<file path="config.mk">
export PLATFORM = sky130hd
export DESIGN_NAME = snes_clkgen_rst
export DESIGN_NICKNAME = d
export VERILOG_FILES = /design/src/rtl/snes_clk_pkg.sv /design/src/rtl/lock_sync.sv /design/src/rtl/snes_clkgen_rst.sv
export SDC_FILE = /design/constraint.sdc
export NUM_CORES = 1
export LEC_CHECK = 0
export ABC_AREA = 1
export ABC_CLOCK_PERIOD_IN_PS = 1300
export BUFFER_PORTS_ARGS = -buffer_cell sky130_fd_sc_hd__buf_4
export CELL_PAD_IN_SITES_DETAIL_PLACEMENT = 0
export CELL_PAD_IN_SITES_GLOBAL_PLACEMENT = 1
export CORE_UTILIZATION = 38
export DETAILED_ROUTE_END_ITERATION = 8
export PLACE_DENSITY = 0.77
export SYNTH_ARGS = -nofsm -noshare
export SYNTH_HDL_FRONTEND = slang
export SYNTH_SLANG_ARGS = --single-unit
</file>
<file path="constraint.sdc">
create_clock -name clk -period 1.3 [get_ports clk]
set_input_delay 0.13 -clock clk [delete_from_list [all_inputs] [get_ports clk]]
set_output_delay 0.13 -clock clk [all_outputs]
set_load 0.05 [all_outputs]
</file>
<file path="src/rtl/snes_clk_pkg.sv">
// Shared definitions for the SNES clock / reset generator.
//   - clk_state_e : power-up sequencer states (WAIT_LOCK -> HOLD -> RUN)
//   - CPU_SPEED_* : cpu_speed input encodings
//   - CPU_LEN_*   : CPU cycle length in master cycles for each encoding
//   - cpu_len_of  : maps a cpu_speed code to its cycle length
package snes_clk_pkg;

    typedef enum logic [1:0] {
        ST_WAIT_LOCK = 2'd0,
        ST_HOLD      = 2'd1,
        ST_RUN       = 2'd2
    } clk_state_e;

    localparam logic [1:0] CPU_SPEED_6     = 2'd0;
    localparam logic [1:0] CPU_SPEED_8     = 2'd1;
    localparam logic [1:0] CPU_SPEED_12    = 2'd2;
    localparam logic [1:0] CPU_SPEED_8_ALT = 2'd3;

    localparam logic [3:0] CPU_LEN_6  = 4'd6;
    localparam logic [3:0] CPU_LEN_8  = 4'd8;
    localparam logic [3:0] CPU_LEN_12 = 4'd12;

    function automatic logic [3:0] cpu_len_of(input logic [1:0] speed);
        case (speed)
            CPU_SPEED_6:                  cpu_len_of = CPU_LEN_6;
            CPU_SPEED_8, CPU_SPEED_8_ALT: cpu_len_of = CPU_LEN_8;
            CPU_SPEED_12:                 cpu_len_of = CPU_LEN_12;
            default:                      cpu_len_of = CPU_LEN_6;
        endcase
    endfunction

endpackage

</file>
<file path="src/rtl/lock_sync.sv">
// Two-flop synchroniser for a single asynchronous level (PLL lock).
// Ports:
//   clk      : destination clock
//   reset    : synchronous active-high reset, clears both flops
//   async_in : asynchronous input level
//   sync_out : synchronised level (second flop)
module lock_sync (
    input  logic clk,
    input  logic reset,
    input  logic async_in,
    output logic sync_out
);

    logic meta_q, meta_d;
    logic sync_q, sync_d;

    always_comb begin
        meta_d = async_in;
        sync_d = meta_q;
    end

    always_ff @(posedge clk) begin
        if (reset) begin
            meta_q <= 1'b0;
            sync_q <= 1'b0;
        end else begin
            meta_q <= meta_d;
            sync_q <= sync_d;
        end
    end

    assign sync_out = sync_q;

endmodule

</file>
<file path="src/rtl/snes_clkgen_rst.sv">
// SNES clock-enable and reset generator running on the fast PLL clock.
// Waits for a stable PLL lock, holds the core in reset for RST_HOLD clocks,
// then produces master / CPU / dot clock enables.
// Parameters:
//   MCLK_DIV : fast clocks per master-clock enable (2..15)
//   RST_HOLD : fast clocks of stable lock before reset release (4..65535)
// Ports:
//   clk        : fast system clock
//   reset      : synchronous active-high reset
//   pll_lock   : PLL lock, asynchronous to clk
//   cpu_speed  : CPU cycle length select (0=6, 1=8, 2=12, 3=8 master cycles)
//   pause      : freezes all counters and suppresses enables while high
//   snes_reset : active-high reset to the SNES core
//   mclk_ce    : one-clk pulse per master cycle
//   cpu_ce     : one-clk pulse per CPU cycle, coincident with mclk_ce
//   dot_ce     : one-clk pulse every 4th master cycle, coincident with mclk_ce
//   running    : high while in RUN
//   state_dbg  : current sequencer state, for observation only
// Build option:
//   CLKGEN_LOCK_LOSS_RESET_EN : when defined, losing lock in RUN returns to
//   WAIT_LOCK and re-asserts snes_reset; otherwise RUN is left only by reset.
module snes_clkgen_rst
    import snes_clk_pkg::*;
#(
    parameter int MCLK_DIV = 4,
    parameter int RST_HOLD = 1024
) (
    input  logic       clk,
    input  logic       reset,
    input  logic       pll_lock,
    input  logic [1:0] cpu_speed,
    input  logic       pause,
    output logic       snes_reset,
    output logic       mclk_ce,
    output logic       cpu_ce,
    output logic       dot_ce,
    output logic       running,
    output clk_state_e state_dbg
);

    localparam logic [3:0]  DIV_LAST  = 4'(MCLK_DIV - 1);
    localparam logic [15:0] HOLD_LAST = 16'(RST_HOLD - 1);

    logic lock_s;

    lock_sync u_lock_sync (
        .clk      (clk),
        .reset    (reset),
        .async_in (pll_lock),
        .sync_out (lock_s)
    );

    clk_state_e  state_q, state_d;
    logic [15:0] hold_cnt_q, hold_cnt_d;
    logic [3:0]  div_q, div_d;
    logic [3:0]  cpu_cnt_q, cpu_cnt_d;
    logic [3:0]  cpu_len_q, cpu_len_d;
    logic [1:0]  dot_q, dot_d;
    logic        snes_reset_q, snes_reset_d;
    logic        mclk_ce_q, mclk_ce_d;
    logic        cpu_ce_q, cpu_ce_d;
    logic        dot_ce_q, dot_ce_d;
    logic        running_q, running_d;
    logic        mclk_tick;
    logic        cpu_wrap;

    always_comb begin
        state_d    = state_q;
        hold_cnt_d = hold_cnt_q;
        div_d      = div_q;
        cpu_cnt_d  = cpu_cnt_q;
        cpu_len_d  = cpu_len_q;
        dot_d      = dot_q;
        mclk_tick  = 1'b0;
        cpu_wrap   = 1'b0;

        case (state_q)
            ST_WAIT_LOCK: begin
                hold_cnt_d = '0;
                if (lock_s) state_d = ST_HOLD;
            end
            ST_HOLD: begin
                if (!lock_s) begin
                    state_d = ST_WAIT_LOCK;
                end else if (hold_cnt_q == HOLD_LAST) begin
                    state_d = ST_RUN;
                end else begin
                    hold_cnt_d = hold_cnt_q + 16'd1;
                end
            end
            ST_RUN: begin
`ifdef CLKGEN_LOCK_LOSS_RESET_EN
                if (!lock_s) state_d = ST_WAIT_LOCK;
`endif
                // While paused every counter simply keeps its value.
                if (!pause) begin
                    if (div_q == DIV_LAST) begin
                        div_d     = '0;
                        mclk_tick = 1'b1;
                    end else begin
                        div_d = div_q + 4'd1;
                    end
                    if (mclk_tick) begin
                        dot_d = dot_q + 2'd1;
                        if (cpu_cnt_q == cpu_len_q - 4'd1) begin
                            cpu_wrap  = 1'b1;
                            cpu_cnt_d = '0;
                            // New speed only takes effect at a cycle boundary.
                            cpu_len_d = cpu_len_of(cpu_speed);
                        end else begin
                            cpu_cnt_d = cpu_cnt_q + 4'd1;
                        end
                    end
                end
            end
            default: state_d = ST_WAIT_LOCK;
        endcase

        // Outside RUN the enable counters sit at zero and the cycle length
        // tracks cpu_speed, so RUN always starts on a clean CPU cycle.
        if (state_q != ST_RUN) begin
            div_d     = '0;
            cpu_cnt_d = '0;
            dot_d     = '0;
            cpu_len_d = cpu_len_of(cpu_speed);
        end

        mclk_ce_d    = mclk_tick;
        cpu_ce_d     = mclk_tick && cpu_wrap;
        dot_ce_d     = mclk_tick && (dot_q == 2'd3);
        snes_reset_d = (state_q != ST_RUN);
        running_d    = (state_q == ST_RUN);
    end

    always_ff @(posedge clk) begin
        if (reset) begin
            state_q      <= ST_WAIT_LOCK;
            hold_cnt_q   <= '0;
            div_q        <= '0;
            cpu_cnt_q    <= '0;
            cpu_len_q    <= CPU_LEN_6;
            dot_q        <= '0;
            snes_reset_q <= 1'b1;
            mclk_ce_q    <= 1'b0;
            cpu_ce_q     <= 1'b0;
            dot_ce_q     <= 1'b0;
            running_q    <= 1'b0;
        end else begin
            state_q      <= state_d;
            hold_cnt_q   <= hold_cnt_d;
            div_q        <= div_d;
            cpu_cnt_q    <= cpu_cnt_d;
            cpu_len_q    <= cpu_len_d;
            dot_q        <= dot_d;
            snes_reset_q <= snes_reset_d;
            mclk_ce_q    <= mclk_ce_d;
            cpu_ce_q     <= cpu_ce_d;
            dot_ce_q     <= dot_ce_d;
            running_q    <= running_d;
        end
    end

    assign snes_reset = snes_reset_q;
    assign mclk_ce    = mclk_ce_q;
    assign cpu_ce     = cpu_ce_q;
    assign dot_ce     = dot_ce_q;
    assign running    = running_q;
    assign state_dbg  = state_q;

endmodule

</file>
==> flow_summary.ini <==
[global_route]
grt_pass1_wl_um = 7460
grt_usage_pct = 18.4
antenna_found_initial = 0
grt_pass1_vias = 1763
overflow = 0
grt_max_degree = 14

[placement]
gp_congestion = 0.837
placed_cell_area_um2 = 2460
hpwlAfterDp_um = 3160
port-buffer-count = 12

[layout]
antenna_cells = 0
stdcell_area_um2 = 2890
drive_gt1_share_pct = 45.1
area_growth_pct = 52.9
nNetsFinal = 361

[run_status]
run_status = finished, violations left
violations = negative setup slack

[logic_synthesis]
syn_inst = 273
synthTopCellsByCount = nand2_1, nor2_1, dfxtp_1
synth-edff-count = 0
synth_nets = 284
ys_types = 27
synth_top_family_by_area = simple AND/OR/NAND/NOR gates
synthAdderAreaFrac_pct = 3.30
yosys-top-cells-area = dfxtp_1, nand2_1, nor2_1
yosysWarnings = 0
netlist_area_um2 = 1890
ys_ff_latch = 38
yosysTopAreaCell = dfxtp_1
synth-simple-area-share_pct = 37.8
synth.avg_cell_area_um2 = 6.93
yosysSeqAreaShare_pct = 40.2
synth_xor_area_share_pct = 3.24
synth_flop_cell = dfxtp_1
synth_top_area_share_pct = 40.2
synth.most_common_cell = nand2_1
synthArstFlopShare_pct = 0
synth_mux_area_share_pct = 0
synth_compound_area_share_pct = 7.14

[cts]
cts_max_path_buffers = 2
cts_root_buf = clkbuf_8
h-tree-depth = 2
cts.sinks = 38
tritoncts = built
cts_made_buffers = 5
worst_skew_pair.late_latency_ps = 290
clkTransAtPathRegs_ps = 70

[floorplan]
io_pins = 13
die-area_um2 = 5270
dieWidth_um = 72.6
rows = 25
die_y_um = 72.6
initial_core_util_pct = 39.8
core_um2 = 4750

[critical_path]
critPathKind = reg -> reg
r2r_start = cpu_len_q[2]$_SDFFE_PP1P_
crit_path_end_kind = register
critPathMaxFanout = 4
worstPathArrival_ps = 1630
crit_path_start = cpu_len_q[2]$_SDFFE_PP1P_
r2r_cells = 9
cp-endpoint = cpu_len_q[1]$_SDFFE_PP1P_
r2r_end = cpu_len_q[1]$_SDFFE_PP1P_
critical_path_required_ps = 1490
start_kind = register
rrSetupSlack_ps = -150

[timing]
rsz0062_at_grt = yes
worstMarginPinSlew_ps = 264
setup_viol = 20
finalHoldViolCount = 0
tns_ps = -1060
slew_viol_final = 0
fin_ws_ps = -145
fin_crit_ps = 1450
clock_skew_ps = 5.43
fmax_mhz = 692
max_slew_margin_pct = 82.4
finalCritPeriodShare_pct = 111

[route]
drtIter0Drc = 62
ant_nets = 0
num_vias = 1898
vias_per_cell = 4.55
postRouteWirelength_um = 4540
drc = 0
firstDrtPassIters = 4
routedWlPerCell_um = 10.9

[power_and_ir_drop]
ir_drop_mv = 0.489
p_leak_nw = 1.24
total_power_mw = 2.32
power.density_nw_per_um2 = 801

[flow_run]
max_cap_violations = 0

[worst_hold_path]
min_path_type = in -> reg
==> critical path, stage by stage, from the launching register on <==
cell	delay (ps)
dfxtp_2	340
inv_2	50
ha_4	230
xnor2_2	130
nor2_2	150
nand3_2	140
nand2_4	130
nand2_2	50
o21ai_1	70
nand2_1	60
==> metrics by stage <==
step | setup WS, ps | hold slack (ps) | instances | utilization (%)
after floorplan | -97.3 | 223 | 273 | -
after global placement | -153 | 331 | 399 | 51.8
after detailed placement | -196 | 338 | 399 | 51.8
after CTS | -91.9 | 30.6 | 410 | 56.8
after global routing | -234 | 53.0 | 417 | 60.9
final | -145 | 36.6 | 417 | 60.9
==> worst min-delay path by stage <==
| stage | from | to | slack (ps) | cells past startpoint |
|---|---|---|---|---|
| 6_report | pll_lock | u_lock_sync.meta_q$_SDFF_PP0_ | 40 | 3 |
| 3_3_place_gp | pll_lock | u_lock_sync.meta_q$_SDFF_PP0_ | 330 | 3 |
| 3_5_place_dp | pll_lock | u_lock_sync.meta_q$_SDFF_PP0_ | 340 | 3 |
| 5_1_grt | pll_lock | u_lock_sync.meta_q$_SDFF_PP0_ | 50 | 3 |
| 4_1_cts | pll_lock | u_lock_sync.meta_q$_SDFF_PP0_ | 30 | 3 |
| 2_1_floorplan | reset | running$_SDFF_PP0_ | 220 | 1 |
==> layer usage <==
metal,up-vias,global-route usage (%),share of wire [%]
li1,1013,-,-
met1,864,22.7,48
met2,16,31.7,49
met3,5,4.14,2.0
met4,0,5.88,1.2
met5,-,0,0
==> power breakdown <==
group,internal (mW),switching [mW]
Combinational,0.0509,0.0612
Clock,0.614,0.418
Sequential,1.17,0.00721
Total,1.83,0.486
==> sequential cells by signal, indices dropped and copies added, names as in the netlist, 2 cells and up <==
name        cells
dot_q           2
cpu_cnt_q       4
state_dbg       2
hold_cnt_q     16
cpu_len_q       3
div_q           4
==> repair_timing <==
action / 4_1_cts / 5_1_grt
gates resized for setup: 30 / 42
pin swaps: 12 / 24
hold buffers: 0 / 0
endpoints found under the setup margin: 27 / 29
setup buffers: 4 / 8
gates cloned: 0 / 0
==> cell usage in the layout, fill, tap and decap left out, types with 2 or more instances in the layout <==
cell type  count
nand3_1        9
o21ai_1        2
dfxtp_2       11
buf_4         66
inv_2          8
nor2_4         7
nand4_1        6
dfxtp_4        3
a21oi_2        2
o21bai_1       2
xor2_1         5
nand2_4        5
clkbuf_8       6
nand2_1       56
ha_1           2
buf_6          6
o21ai_2        2
nor3_1         4
dfxtp_1       24
nand2_2       15
nand3_2        4
inv_1         30
o21ai_0        4
ha_4           3
nand3_4        2
a21oi_1       11
nor2_1        33
nor2_2        10
==> cell families (layout without fill, tap and decap cells) <==
kind of cell	Yosys count	count (layout)
and+or+nand+nor	158	158
xor gates and xnor gates	7	7
adders and majority gates	5	5
AOI/OAI and AO/OA	25	25
DFF	38	38
buffers and inverters	40	117
==> layout make-up <==
class                           instances  area [um^2]
Timing Repair Buffer                   72          563
Multi-Input combinational cell        195         1210
Sequential cell                        38          786
Inverter                               38          143
Fill cell                             448         1860
Tap cell                               67         83.8
Clock inverter                          1         30.0
Clock buffer                            6         82.6
(Power assumes the default switching activity.)
